**src/rtl/multi_driver_resolver_if.sv**
```systemverilog
// Valid/ready bundle for the multi-driver net resolver.
// master = stimulus/checker side, slave = resolver.
interface multi_driver_resolver_if #(
   parameter int NDRV = 3,
   parameter int W    = 4,
   parameter int CW   = 8
);
   logic                in_valid;
   logic                in_ready;
   logic [2:0]          mode;
   logic [NDRV*W*2-1:0] drv_code;
   logic                clr_cnt;
   logic                out_valid;
   logic                out_ready;
   logic [W*2-1:0]      res_code;
   logic [W-1:0]        out_conflict;
   logic                out_mode_err;
   logic [CW-1:0]       conflict_cnt;

   modport master (
      output in_valid, mode, drv_code, clr_cnt, out_ready,
      input  in_ready, out_valid, res_code, out_conflict,
      input  out_mode_err, conflict_cnt
   );

   modport slave (
      input  in_valid, mode, drv_code, clr_cnt, out_ready,
      output in_ready, out_valid, res_code, out_conflict,
      output out_mode_err, conflict_cnt
   );
endinterface

```
**src/rtl/multi_driver_resolver.sv**
```systemverilog
// Registered N-driver four-state net resolver (wire/wand/wor/tri1/tri0/trireg).
// Codes: 00=0 01=1 10=z 11=x; one-cycle latency valid/ready output stage.
module multi_driver_resolver #(
   parameter int NDRV  = 3,
   parameter int W     = 4,
   parameter int DECAY = 3,
   parameter int CW    = 8
) (
   input logic                    clk,
   input logic                    rst_n,
   multi_driver_resolver_if.slave bus
);
   localparam int DW = $clog2(DECAY + 1);

   localparam logic [1:0] C0 = 2'b00;
   localparam logic [1:0] C1 = 2'b01;
   localparam logic [1:0] CZ = 2'b10;
   localparam logic [1:0] CX = 2'b11;

   localparam logic [2:0] M_WAND   = 3'd1;
   localparam logic [2:0] M_WOR    = 3'd2;
   localparam logic [2:0] M_TRI1   = 3'd3;
   localparam logic [2:0] M_TRI0   = 3'd4;
   localparam logic [2:0] M_TRIREG = 3'd5;

   localparam logic [CW-1:0] CMAX = '1;

   logic                    r_out_valid;
   logic [W-1:0][1:0]       r_res;
   logic [W-1:0]            r_conf;
   logic                    r_merr;
   logic [CW-1:0]           r_cnt;
   logic [W-1:0][1:0]       r_hold;
   logic [W-1:0][DW-1:0]    r_dec;

   logic                    w_in_ready;
   logic                    w_accept;
   logic                    w_mode_err;
   logic [W-1:0][1:0]       w_res;
   logic [W-1:0]            w_conf;
   logic [W-1:0][1:0]       w_hold_n;
   logic [W-1:0][DW-1:0]    w_dec_n;
   logic                    w_h0;
   logic                    w_h1;
   logic                    w_hx;
   logic [1:0]              w_c;
   logic [1:0]              w_wr;
   logic [DW-1:0]           w_inc;

   always_comb begin
      w_in_ready = !r_out_valid || bus.out_ready;
      w_accept   = bus.in_valid && w_in_ready;
      w_mode_err = (bus.mode > M_TRIREG);
      w_res      = '0;
      w_conf     = '0;
      w_hold_n   = r_hold;
      w_dec_n    = r_dec;
      w_h0       = 1'b0;
      w_h1       = 1'b0;
      w_hx       = 1'b0;
      w_c        = CZ;
      w_wr       = CZ;
      w_inc      = '0;
      for (int b = 0; b < W; b++) begin
         w_h0 = 1'b0;
         w_h1 = 1'b0;
         w_hx = 1'b0;
         for (int d = 0; d < NDRV; d++) begin
            w_c  = bus.drv_code[(d*W+b)*2 +: 2];
            w_h0 = w_h0 | (w_c == C0);
            w_h1 = w_h1 | (w_c == C1);
            w_hx = w_hx | (w_c == CX);
         end
         if (w_hx || (w_h0 && w_h1))
            w_wr = CX;
         else if (w_h1)
            w_wr = C1;
         else if (w_h0)
            w_wr = C0;
         else
            w_wr = CZ;
         w_inc = (r_dec[b] == DW'(DECAY)) ? r_dec[b]
                                           : r_dec[b] + 1'b1;
         w_conf[b] = w_h0 && w_h1;
         unique case (bus.mode)
            M_WAND: begin
               w_conf[b] = 1'b0;
               w_res[b]  = w_h0 ? C0 : w_hx ? CX : w_h1 ? C1 : CZ;
            end
            M_WOR: begin
               w_conf[b] = 1'b0;
               w_res[b]  = w_h1 ? C1 : w_hx ? CX : w_h0 ? C0 : CZ;
            end
            M_TRI1: w_res[b] = (w_wr == CZ) ? C1 : w_wr;
            M_TRI0: w_res[b] = (w_wr == CZ) ? C0 : w_wr;
            M_TRIREG: begin
               // undriven: stored charge survives until DECAY idle accepts
               if (w_wr == CZ) begin
                  w_dec_n[b] = w_inc;
                  if (w_inc == DW'(DECAY)) begin
                     w_hold_n[b] = CX;
                     w_res[b]    = CX;
                  end else begin
                     w_res[b] = r_hold[b];
                  end
               end else begin
                  w_hold_n[b] = w_wr;
                  w_dec_n[b]  = '0;
                  w_res[b]    = w_wr;
               end
            end
            default: w_res[b] = w_wr;
         endcase
      end
   end

   always_ff @(posedge clk) begin
      if (!rst_n) begin
         r_out_valid <= 1'b0;
         r_res       <= {W{CZ}};
         r_conf      <= '0;
         r_merr      <= 1'b0;
         r_cnt       <= '0;
         r_hold      <= {W{CX}};
         r_dec       <= '0;
      end else begin
         if (w_accept) begin
            r_out_valid <= 1'b1;
            r_res       <= w_res;
            r_conf      <= w_conf;
            r_merr      <= w_mode_err;
         end else if (bus.out_ready) begin
            r_out_valid <= 1'b0;
         end
         if (w_accept && bus.mode == M_TRIREG) begin
            r_hold <= w_hold_n;
            r_dec  <= w_dec_n;
         end
         if (bus.clr_cnt)
            r_cnt <= '0;
         else if (w_accept && |w_conf && r_cnt != CMAX)
            r_cnt <= r_cnt + 1'b1;
      end
   end

   assign bus.in_ready     = w_in_ready;
   assign bus.out_valid    = r_out_valid;
   assign bus.res_code     = r_res;
   assign bus.out_conflict = r_conf;
   assign bus.out_mode_err = r_merr;
   assign bus.conflict_cnt = r_cnt;
endmodule

```
**src/flat_wrapper.sv**
```systemverilog
// flat-port wrapper written by rule: the top's interface ports become plain ports
module multi_driver_resolver_flat 
#(
   parameter int NDRV  = 3,
   parameter int W     = 4,
   parameter int DECAY = 3,
   parameter int CW    = 8
)
  (clk, rst_n, bus_in_valid, bus_mode, bus_drv_code, bus_clr_cnt, bus_out_ready, bus_in_ready, bus_out_valid, bus_res_code, bus_out_conflict, bus_out_mode_err, bus_conflict_cnt);
  multi_driver_resolver_if #(.NDRV(NDRV), .W(W), .CW(CW)) bus_i ();
  input logic clk;
  input logic rst_n;
  input wire logic [$bits(bus_i.in_valid)-1:0] bus_in_valid;
  input wire logic [$bits(bus_i.mode)-1:0] bus_mode;
  input wire logic [$bits(bus_i.drv_code)-1:0] bus_drv_code;
  input wire logic [$bits(bus_i.clr_cnt)-1:0] bus_clr_cnt;
  input wire logic [$bits(bus_i.out_ready)-1:0] bus_out_ready;
  output wire logic [$bits(bus_i.in_ready)-1:0] bus_in_ready;
  output wire logic [$bits(bus_i.out_valid)-1:0] bus_out_valid;
  output wire logic [$bits(bus_i.res_code)-1:0] bus_res_code;
  output wire logic [$bits(bus_i.out_conflict)-1:0] bus_out_conflict;
  output wire logic [$bits(bus_i.out_mode_err)-1:0] bus_out_mode_err;
  output wire logic [$bits(bus_i.conflict_cnt)-1:0] bus_conflict_cnt;
  assign bus_i.in_valid = bus_in_valid;
  assign bus_i.mode = bus_mode;
  assign bus_i.drv_code = bus_drv_code;
  assign bus_i.clr_cnt = bus_clr_cnt;
  assign bus_i.out_ready = bus_out_ready;
  assign bus_in_ready = bus_i.in_ready;
  assign bus_out_valid = bus_i.out_valid;
  assign bus_res_code = bus_i.res_code;
  assign bus_out_conflict = bus_i.out_conflict;
  assign bus_out_mode_err = bus_i.out_mode_err;
  assign bus_conflict_cnt = bus_i.conflict_cnt;
  multi_driver_resolver #(.NDRV(NDRV), .W(W), .DECAY(DECAY), .CW(CW)) u_core (.clk(clk), .rst_n(rst_n), .bus(bus_i));
endmodule
```
**config.mk**
```make
export PLATFORM = sky130hd
export DESIGN_NAME = multi_driver_resolver_flat
export DESIGN_NICKNAME = d
export VERILOG_FILES = /design/src/rtl/multi_driver_resolver_if.sv /design/src/rtl/multi_driver_resolver.sv /design/src/flat_wrapper.sv
export SDC_FILE = /design/constraint.sdc
export NUM_CORES = 1
export LEC_CHECK = 0
export BUFFER_PORTS_ARGS = -buffer_cell sky130_fd_sc_hd__buf_2
export CAP_MARGIN = 5
export CORE_MARGIN = 2
export CORE_UTILIZATION = 38
export CTS_CLUSTER_DIAMETER = 150
export DETAILED_ROUTE_END_ITERATION = 6
export GPL_ROUTABILITY_DRIVEN = 0
export SLEW_MARGIN = 20
export SYNTH_ARGS = -nofsm -noshare
export SYNTH_HDL_FRONTEND = slang
export SYNTH_SLANG_ARGS = --single-unit
```
**constraint.sdc**
```tcl
create_clock -name clk -period 3.9 [get_ports clk]
set_clock_uncertainty 0.2 [all_clocks]
set_input_delay 0.39 -clock clk [delete_from_list [all_inputs] [get_ports clk]]
set_output_delay 0.39 -clock clk [all_outputs]
set_load 0.005 [all_outputs]
```
==> qor.csv <==
metric;value;unit
outcome;finished, final reports clean;
die area;7726;um2
Leak Pwr;1.152;nW
post-detail-place hpwl;5.068;mm
leading cell type in the layout, fill and taps excluded;buf_2;
Netlist Area Pre-Place;2675;um2
WP data arrival;2.28;ns
IO Pins;55;
Buf/Inv on CP;1;
drc violations;0;
Yosys top cell by area;dfxtp_1;
Layout area overhead;13.75;%
WL final;7.128;mm
die height;87.90;um
post-CTS setup buffer count;0;
num rows;30;
CP max FO;15;
crit-path leading delay family;compound AO/OA/AOI/OAI gates;
total negative slack;0;ns
CTS tree;done;
Worst setup SP type;primary input;
Reg area;760.7;um2
H-tree Lvls;2;
Synth area leaders;dfxtp_1 (28%), a21oi_1 (4.9%), nor2_1 (4.8%);
port bufs;54;
first-pass GRT wire length;11.30;mm
n_diodes;0;
Hold Slack;0.1611;ns
Slew Limit Fails;0;
cts hold-fix bufs;0;
Worst-path clk slew;0.08;ns
max-cap violations;0;
initial drt markers;145;
Yosys cell types;52;
Die X;87.90;um
synthesized flop and latch total;38;
total track usage;18.24;%
crit-path cells;buf_2 > nor2b_4 > or2_1 > a221o_1 > o41ai_4 > or3_1 > a21oi_2;
Post-synth EDFFs;0;
Tcrit/Tclk final;58.95;%
Core Util, Final;44.79;%
Worst path max stage delay;0.69;ns
synth warn;0;
RSZ-0062 raised after global routing;no;
Filler cells;712;
vias per std cell;5.599;
Core ar.;6794;um2
vias in the first global route;2367;
CTS root buf;clkbuf_8;
Power Density;294.2;nW/um2
clock latency at the later pin of the worst-skew pair;0.29;ns
multi-input logic area;1737;um2
sequential share of the synthesized area;28.44;%
Final nets;435;
min Tclk post-route;2.299;ns
CP endpoint kind;flip-flop;
slowest CP cell;o41ai_4;
area share of the largest cell type after synthesis;28.44;%
Syn Inst Count;365;
Post-CTS Resized;0;
initial core utilization;39.37;%
router iterations before antenna repair;5;
largest net degree at the start of global routing;41;
Antenna Nets Post-Route;0;
final-report setup violation count;0;
FMAX;435.0;MHz
Hold Fails Final Rpt;0;
Max transition margin;46.51;%
# clock sinks;38;
prevailing post-synth register cell;dfxtp_1;
most frequent cells in the layout;buf_2 (54), dfxtp_1 (38), nor2_1 (34);
data required time at the worst endpoint;3.88;ns
Worst IR Drop VDD;164.4;uV
synthesized area per cell;7.329;um2
TritonCTS buffer count;5;
via count;2794;
Bufs on Longest Clock Path;2;
Mapped Nets;398;
Crit Path Class;in -> reg;
actual slew at the worst max-slew pin;0.7963;ns
initial antenna violation count;0;
share of cells above drive strength 1;18.61;%
GRT Residual Overflow;0;
fraction of registers with async set/reset;0;%
Hold Path Class;in -> reg;
drt wl/cell;14.28;um
==> layout make-up <==
cell class	instances	area share, %
clock buffers	7	2.837
flip-flops and latches	38	25.00
multi-input cells	287	57.07
well taps	96	3.947
clock inverters	1	0.1645
repair buffers	55	9.128
inverters	15	1.850
==> path summary, 6_finish.rpt <==
check,from,cells after the start,slack (ns),to
worst max-delay path,bus_drv_code[18],7,1.60,u_core.bus.conflict_cnt[3]
worst min-delay path,bus_in_valid,3,0.16,u_core.bus.out_valid
worst max register to register,u_core.bus.out_valid,6,1.73,u_core.r_hold[5]
worst min register to register,u_core.r_hold[5],2,0.27,u_core.r_hold[5]
==> stage by stage <==
stage | setup WS (ns) | total power [mW] | instance area (um2) | instances
2_1_floorplan | 1.614 | 0.5543 | 2675 | 365
6_report | 1.601 | 0.8951 | 3043 | 499
4_1_cts | 1.607 | 0.9041 | 3043 | 499
3_5_place_dp | 1.286 | 0.6139 | 2952 | 491
3_3_place_gp | 1.300 | 0.6137 | 2952 | 491
5_1_grt | 1.455 | 0.9427 | 3043 | 499
==> synth_stat cells, drive strengths merged (6+ instances only) <==
cell type / count
dfxtp: 38
nor2: 34
a21oi: 29
o21ai: 26
nand2: 24
nor3: 20
nor2b: 19
nand3: 18
clkbuf: 15
inv: 15
buf: 10
o22ai: 10
nand2b: 9
or3: 9
a211oi: 7
or2: 7
xnor2: 7
a21boi: 6
a31oi: 6
==> layer usage <==
layer	up-vias	routed length, um	share of wire [%]	GRT usage [%]
met5	-	0	0	0
met4	0	65	0.91	4.755
met3	7	444	6.2	3.770
met2	83	3074	43	28.10
met1	1284	3543	50	25.94
li1	1420	-	-	-
==> cell families after synthesis <==
family | synth area share (%)
AOI/OAI and AO/OA | 32.18
adders and majority gates | 0.4677
buffers and inverters | 6.641
and+or+nand+nor | 29.65
xor gates and xnor gates | 2.619
DFF | 28.44
==> state kept, by name, indices dropped and copies added (netlist names) <==
signal / count
u_core.r_hold: 8
u_core.bus.out_valid: 1
u_core.bus.conflict_cnt: 8
u_core.r_dec: 8
u_core.bus.res_code: 8
u_core.bus.out_mode_err: 1
u_core.bus.out_conflict: 4
==> where the power goes <==
part / internal [mW] / leakage (nW) / switching (mW)
clock network: 0.143 / 0.0482 / 0.146
logic: 0.0786 / 0.794 / 0.123
registers: 0.399 / 0.309 / 0.00603
==> tightest hold or removal path, delay by kind of cell <==
| kind | cells | cell delay (ns) |
|---|---|---|
| buf+inv | 2 | 0.15 |
| compound gates | 1 | 0.07 |
(Power assumes the default switching activity.)
